==> config.mk <==
export PLATFORM = sky130hd
export DESIGN_NAME = instruction_fetch_unit
export DESIGN_NICKNAME = d
export VERILOG_FILES = /design/src/rtl/kgp_fetch_pkg.sv /design/src/rtl/pc_register.sv /design/src/rtl/instruction_fetch_unit.sv
export SDC_FILE = /design/constraint.sdc
export NUM_CORES = 1
export LEC_CHECK = 0
export ABC_CLOCK_PERIOD_IN_PS = 4900
export BUFFER_PORTS_ARGS = -buffer_cell sky130_fd_sc_hd__buf_2
export CAP_MARGIN = 0
export CORE_AREA = 2 2 130 81
export DETAILED_ROUTE_END_ITERATION = 10
export DIE_AREA = 0 0 132 83
export PLACE_DENSITY_LB_ADDON = 0.15
export SETUP_SLACK_MARGIN = 0.15
export SYNTH_ARGS = -nofsm -noshare
export SYNTH_HDL_FRONTEND = slang
export SYNTH_SLANG_ARGS = --single-unit
==> constraint.sdc <==
create_clock -name clk -period 4.9 [get_ports clk]
set_clock_uncertainty 0.1 [all_clocks]
set_input_delay 0.245 -clock clk [delete_from_list [all_inputs] [get_ports clk]]
set_output_delay 0.245 -clock clk [all_outputs]
set_load 0.05 [all_outputs]
==> src/rtl/kgp_fetch_pkg.sv <==
// kgp_fetch_pkg: shared fetch-stage state encoding and constants
package kgp_fetch_pkg;
  typedef enum logic [1:0] {
    IDLE  = 2'd0,
    FETCH = 2'd1,
    WAIT  = 2'd2,
    HOLD  = 2'd3
  } fetch_state_e;
  localparam int INSTR_W = 32;
  localparam logic [31:0] DEFAULT_RESET_PC = 32'd0;
endpackage

==> src/rtl/pc_register.sv <==
// pc_register: word-addressed program counter with load (priority) and increment
// Ports: clk, rst_n (async, active low) | load_i + load_pc_i: redirect target |
//        inc_i: advance by one word | pc_o: current PC
module pc_register #(
  parameter int ADDR_W = 32,
  parameter logic [ADDR_W-1:0] RESET_PC = '0
) (
  input  logic              clk,
  input  logic              rst_n,
  input  logic              load_i,
  input  logic [ADDR_W-1:0] load_pc_i,
  input  logic              inc_i,
  output logic [ADDR_W-1:0] pc_o
);
  logic [ADDR_W-1:0] pc_q, pc_d;
  assign pc_d = load_i ? load_pc_i : inc_i ? pc_q + ADDR_W'(1) : pc_q;
  always_ff @(posedge clk or negedge rst_n)
    if (!rst_n) pc_q <= RESET_PC;
    else pc_q <= pc_d;
  assign pc_o = pc_q;
endmodule

==> src/rtl/instruction_fetch_unit.sv <==
// instruction_fetch_unit: single-outstanding imem fetch stage feeding the decoder
// Ports: clk, rst_n (async, active low) | fetch_en: allow new fetches |
//        redirect_valid/redirect_pc: branch redirect | imem_req/imem_addr/imem_gnt/
//        imem_rvalid/imem_rdata: memory handshake | instr_o/pc_o/valid_o/ready_i: decoder handshake
module instruction_fetch_unit
  import kgp_fetch_pkg::*;
#(
  parameter int ADDR_W = 32,
  parameter logic [ADDR_W-1:0] RESET_PC = ADDR_W'(DEFAULT_RESET_PC)
) (
  input  logic               clk,
  input  logic               rst_n,
  input  logic               fetch_en,
  input  logic               redirect_valid,
  input  logic [ADDR_W-1:0]  redirect_pc,
  output logic               imem_req,
  output logic [ADDR_W-1:0]  imem_addr,
  input  logic               imem_gnt,
  input  logic               imem_rvalid,
  input  logic [INSTR_W-1:0] imem_rdata,
  output logic [INSTR_W-1:0] instr_o,
  output logic [ADDR_W-1:0]  pc_o,
  output logic               valid_o,
  input  logic               ready_i
);
  fetch_state_e        state_q, state_d;
  logic                drop_q, drop_d;
  logic                valid_q, valid_d;
  logic [INSTR_W-1:0]  instr_q, instr_d;
  logic [ADDR_W-1:0]   pc_out_q, pc_out_d;
  logic [ADDR_W-1:0]   pc;
  logic                pc_inc;
  pc_register #(.ADDR_W(ADDR_W), .RESET_PC(RESET_PC)) u_pc (
    .clk       (clk),
    .rst_n     (rst_n),
    .load_i    (redirect_valid),
    .load_pc_i (redirect_pc),
    .inc_i     (pc_inc),
    .pc_o      (pc)
  );
  always_comb begin
    state_d  = state_q;
    drop_d   = drop_q;
    valid_d  = valid_q;
    instr_d  = instr_q;
    pc_out_d = pc_out_q;
    pc_inc   = 1'b0;
    case (state_q)
      IDLE: state_d = (fetch_en && !redirect_valid) ? FETCH : IDLE;
      FETCH:
        if (imem_gnt) begin
          state_d = WAIT;
          drop_d  = redirect_valid;
        end else if (!fetch_en && !redirect_valid) begin
          state_d = IDLE;
        end
      WAIT:
        if (redirect_valid) begin
          // a response landing with the redirect belongs to the old path and closes the access
          drop_d  = !imem_rvalid;
          state_d = imem_rvalid ? FETCH : WAIT;
        end else if (imem_rvalid) begin
          if (drop_q) begin
            drop_d  = 1'b0;
            state_d = fetch_en ? FETCH : IDLE;
          end else begin
            instr_d  = imem_rdata;
            pc_out_d = pc;
            valid_d  = 1'b1;
            pc_inc   = 1'b1;
            state_d  = HOLD;
          end
        end
      HOLD:
        if (redirect_valid) begin
          valid_d = 1'b0;
          state_d = FETCH;
        end else if (ready_i) begin
          valid_d = 1'b0;
          state_d = fetch_en ? FETCH : IDLE;
        end
      default: state_d = IDLE;
    endcase
  end
  always_ff @(posedge clk or negedge rst_n)
    if (!rst_n) begin
      state_q  <= IDLE;
      drop_q   <= 1'b0;
      valid_q  <= 1'b0;
      instr_q  <= '0;
      pc_out_q <= '0;
    end else begin
      state_q  <= state_d;
      drop_q   <= drop_d;
      valid_q  <= valid_d;
      instr_q  <= instr_d;
      pc_out_q <= pc_out_d;
    end
  assign imem_req  = (state_q == FETCH);
  assign imem_addr = pc;
  assign instr_o   = instr_q;
  assign pc_o      = pc_out_q;
  assign valid_o   = valid_q;
endmodule
=== Yosys cells after proc, flatten, opt, wreduce, memory -nomap -nowiden ===
Cells that the tools add are included.
W data, S select, Z words.

* Muxes and demuxes: 27
* Add/subtract/negate cells: 1
* Eq/ne operators: 10
* Bitwise operators: 2
* Reductions and logical operators: 13

{| class="wikitable"
|+ Operators by type and width
! kind !! count
|-
| $mux W32 || 2
|-
| $add A32 B1 Y32 const B || 1
|-
| $mux W2 || 8
|-
| $mux W1 || 14
|-
| $pmux W2 S4 || 1
|-
| $ne A2 B2 Y1 const B || 3
|-
| $ne A3 B3 Y1 const B || 2
|-
| $reduce_and A3 Y1 || 2
|-
| $reduce_bool A2 Y1 || 3
|-
| $reduce_and A5 Y1 || 1
|-
| $eq A2 B2 Y1 const B || 2
|-
| $pmux W1 S2 || 2
|-
| $reduce_and A4 Y1 || 1
|-
| $logic_not A1 Y1 || 3
|-
| $ne A3 B1 Y1 const B || 1
|-
| $eq A2 B1 Y1 const B || 1
|-
| $logic_and A1 B1 Y1 || 2
|-
| $logic_not A2 Y1 || 1
|-
| $ne A2 B1 Y1 const B || 1
|-
| $not A1 Y1 || 2
|}

* Word-level logic and storage cells: 59
* Output and inout port bits: 98
* Register bits after elaboration: 100
* Input port bits: 71

=== Logic depth before layout (Yosys ltp) ===
* Word-level depth: 6
* Depth in mapped cells: 7
* Mapped depth without buffers: 5

=== Hierarchy ===
From an unflattened synthesis, not the netlist that was laid out.

* Cells, all modules: 390
* Area, all modules: 4901.0 um2

{| class="wikitable"
|+ By module, submodules not included
! module !! area each (um2) !! instances !! seq. area each (um2) !! cells an instance
|-
| instruction_fetch_unit || 2950.3 || 1 || 1701.6 || 172
|-
| pc_register || 1950.6 || 1 || 800.8 || 218
|}

=== Least setup slack after synthesis ===
OpenSTA, ideal clock, no wires.

* Path type: reg2reg
* From: register u_pc.pc_q[0], in the netlist u_pc.pc_o[0]
* To: register u_pc.pc_q[24], in the netlist u_pc.pc_o[24]
* Clock period less this slack: 2.514 ns
* Setup time: 0.125 ns
* Stages on the path, launching flop included: 6
* Path slack: 2.386 ns
* Arrival time: 2.289 ns
* Cell sequence: dfrtp_1 > ha_1 > nand3_2 > or4_2 > nor3_1 > mux2_2

* Cells in the longest elaborated chain, start to end: 3

{| class="wikitable"
|+ Ends and longest elaborated chain
! item !! RTL line !! source
|-
| from (decl) || pc_register.sv:15 || <nowiki>logic [ADDR_W-1:0] pc_q, pc_d;</nowiki>
|-
| from (signal assigned) || pc_register.sv:19 || <nowiki>else pc_q <= pc_d;</nowiki>
|-
| $add A32 B1 Y32 || pc_register.sv:16 || <nowiki>assign pc_d = load_i ? load_pc_i : inc_i ? pc_q + ADDR_W'(1) : pc_q;</nowiki>
|-
| $mux W32 (2 in a row) || pc_register.sv:16 ||
|}

Every way passes these cells. The select of a mux whose other input is x is not followed.
A chain may end at the register's enable or synchronous reset.

=== Worst setup path in the final report ===
* From: register state_q[1]
* To: register u_pc.pc_q[13], in the netlist u_pc.pc_o[13]

* Cells in the longest elaborated chain, start to end: 3

{| class="wikitable"
|+ Ends and longest elaborated chain
! item !! RTL line !! source
|-
| from (decl) || instruction_fetch_unit.sv:26 || <nowiki>fetch_state_e state_q, state_d;</nowiki>
|-
| from (signal assigned) || instruction_fetch_unit.sv:93 || <nowiki>state_q <= state_d;</nowiki>
|-
| $eq A2 B2 Y1 || instruction_fetch_unit.sv:48 || <nowiki>case (state_q)</nowiki>
|-
| $mux W1 || instruction_fetch_unit.sv:48 ||
|-
| $reduce_bool A2 Y1 (no source line) || -- ||
|}

Every way passes these cells.

==> impl_metrics.toml <==
[clock_network]
clockBufferDepth = 2
clkLatencyLatePin_ns = 0.34
cts-root-buf = "clkbuf_16"
htree_levels = 3
numCtsBuffers = 9
clkTransAtPathRegs_ns = 0.07
clock_sinks = 100
cts-resized-gates = 0
tritoncts = "built"

[synth]
syn_area_um2 = 4800
synthFlopType = "dfrtp_1"
synth-async-reset-ratio = 1.00
syn_inst = 545
ys_warn_count = 0
syn_avg_cell_area_um2 = 8.80
seq_area_frac_synth = 0.522
synth_nets = 617
yosys_register_bits = 100
synth.distinct_cells = 50
synth_edf_count = 0

[sta]
tns_ns = 0
period_needed_ns = 2.78
drv_slew = 0
hold_viol = 0
slew_headroom = 0.295
finalSetupViolCount = 0
grt_setup_unrepaired = "false"
period_share = 0.566
fmax_mhz = 360
setup_slack_ns = 2.12
worst_pin_slew_ns = 1.06

[placement]
place.gp.congestion = 0.840
portBuffers = 168
place_hpwl_um = 9280
dp_slack_ns = 2.09
placed_area_um2 = 5680

[die]
die_height_um = 83
io_pins = 169
die_area_um2 = 11000
start_util = 0.494
num_rows = 28
core_um2 = 9700
fp.dieW_um = 132

[pwr]
ir_drop_v = 0.000314
leakagePower_nw = 3.20
powerDensity_nw_per_um2 = 629

[worst_setup_path]
crit_fanout = 98
end_kind = "register"
cp.arrival_ns = 2.94
crit_required_ns = 5.06
worstSetupPathType = "register to register"
start_kind = "register"

[layout]
nNetsFinal = 792
insertedDiodeCount = 0
multiInputGateArea_um2 = 2120
drive_gt1_frac = 0.277
nFillCells = 863
stdcell_area_um2 = 6270
area_delta_synth_final_pct = 30.8
seqCellArea_um2 = 2500

[detailed_routing]
viasPerCell = 5.49
wl_per_cell_um = 16.0
postRouteWirelength_um = 13800
num_vias = 4718
initialDrtViolationCount = 376
drcViolationCount = 0
first_pass_iters = 5
antenna_left = 0

[grt]
antenna_found_initial = 0
grt_pass1_wl_um = 23000
grtUsageTotal = 0.258
gr-total-overflow = 0
grt_max_degree = 99
grt_pass1_vias = 4509

[outcome]
status = "complete, no violations"

[job]
max_cap_viol_count = 0

[hold_path]
min_path_type = "input pin to register"
cell usage in the layout (no fill, tap or decap), types with 2 or more instances in the layout:
| cell | instances |
|---|---|
| a211oi_1 | 3 |
| a21oi_1 | 3 |
| a221o_1 | 4 |
| a22oi_1 | 5 |
| a31o_2 | 3 |
| a31oi_1 | 6 |
| and2_1 | 7 |
| and3_1 | 2 |
| and4_1 | 6 |
| buf_2 | 167 |
| buf_4 | 5 |
| bufinv_16 | 2 |
| clkbuf_1 | 2 |
| clkbuf_16 | 9 |
| dfrtp_1 | 100 |
| dlygate4sd3_1 | 27 |
| inv_1 | 6 |
| mux2i_1 | 2 |
| nand2_1 | 220 |
| nand2b_1 | 4 |
| nand3_1 | 23 |
| nand3b_1 | 2 |
| nand4_1 | 14 |
| nand4_2 | 2 |
| nor2_1 | 6 |
| nor2b_1 | 8 |
| nor3_1 | 6 |
| nor4_1 | 5 |
| o211ai_1 | 4 |
| o21ai_0 | 11 |
| o311ai_0 | 24 |
| o31ai_1 | 2 |
| or3_1 | 4 |
| or4_1 | 10 |
synth_stat cells (all sizes together), types with 3 or more instances:
library cell / number / area (um2)
a31oi: 6 / 37.5
nor2b: 8 / 50.1
nor3: 6 / 30.0
or4: 12 / 95.1
and3: 3 / 20.0
clkbuf: 24 / 100
a221o: 5 / 51.3
dfrtp: 100 / 2500
o311ai: 24 / 210
buf: 11 / 68.8
o21ai: 11 / 55.1
inv: 6 / 22.5
nor2: 7 / 26.3
a21oi: 3 / 15.0
nor4: 5 / 31.3
a31o: 3 / 26.3
and4: 6 / 52.6
or3: 4 / 25.0
nand2b: 4 / 25.0
nand2: 221 / 830
nand4: 16 / 113
o211ai: 4 / 30.0
a22oi: 5 / 37.5
nand3: 24 / 125
and2: 7 / 43.8
a211oi: 3 / 22.5
cell families (layout without fill, tap and decap cells):
logic type / count (synthesis) / in the layout / share of synthesized area
mux: 3 / 3 / 0.00652
compound gates: 70 / 70 / 0.111
xor+xnor: 1 / 1 / 0.00183
buf+inv: 41 / 221 / 0.0399
fa+ha+maj: 1 / 1 / 0.00261
flops: 100 / 100 / 0.522
simple gates: 329 / 329 / 0.316
worst paths after layout:
check / startpoint / end / slack [ns] / depth (start not counted)
min in group asynchronous: rst_n / state_q[1] / 0.23 / 2
min reg2reg: instr_o[18] / instr_o[18] / 0.37 / 2
min: imem_rdata[20] / instr_o[20] / 0.008 / 3
max: state_q[1] / u_pc.pc_o[13] / 2.12 / 4
max in group asynchronous: rst_n / u_pc.pc_o[15] / 3.19 / 3
max reg2reg: state_q[1] / u_pc.pc_o[13] / 2.12 / 4
flip-flops by register name, summed over array words and instances (netlist names):
name,count
drop_q,1
instr_o,32
u_pc.pc_o,32
state_q,2
valid_o,1
pc_o,32
report_power, final:
group / switching [mW] / leakage, nW / total [mW] / internal [mW]
registers: 0.226 / 1.26 / 1.35 / 1.12
clock network: 0.300 / 0.153 / 0.761 / 0.461
logic: 1.44 / 1.79 / 1.84 / 0.402
repair_timing:
| action | 4_1_cts | 5_1_grt |
|---|---|---|
| hold buffers | 27 | 0 |
| hold endpoints to repair | 48 | 0 |
| setup buffers | 0 | 0 |
routing by layer:
layer,up-vias,share of wire,track usage
li1,2258,-,-
met1,2257,0.46,0.373
met2,189,0.44,0.396
met3,14,0.081,0.0635
met4,0,0.010,0.0553
met5,-,0,0
area by class of cell:
cell class                      count  area share
Clock buffer                       12      0.0393
Clock inverter                      4      0.0116
Inverter                            6     0.00359
Multi-Input combinational cell    404       0.337
Sequential cell                   100       0.399
Tap cell                          135      0.0269
Timing Repair Buffer              199       0.182
worst max-delay path: stages (launching register included):
cell	delay, ns
dfrtp_1	0.55
nor3b_2	0.50
nand2_4	0.61
or4_1	0.72
o211ai_1	0.10
per-stage QoR:
stage	cells	hold WS [ns]	util	total power, mW
floorplan	545	-0.151	-	2.72
CTS	860	0.00226	0.646	3.97
global placement	817	0.0527	0.586	3.15
detailed placement	817	0.0550	0.586	3.19
global route	860	0.0104	0.646	4.16
finish	860	0.00831	0.646	3.95
(Power assumes the default switching activity.)
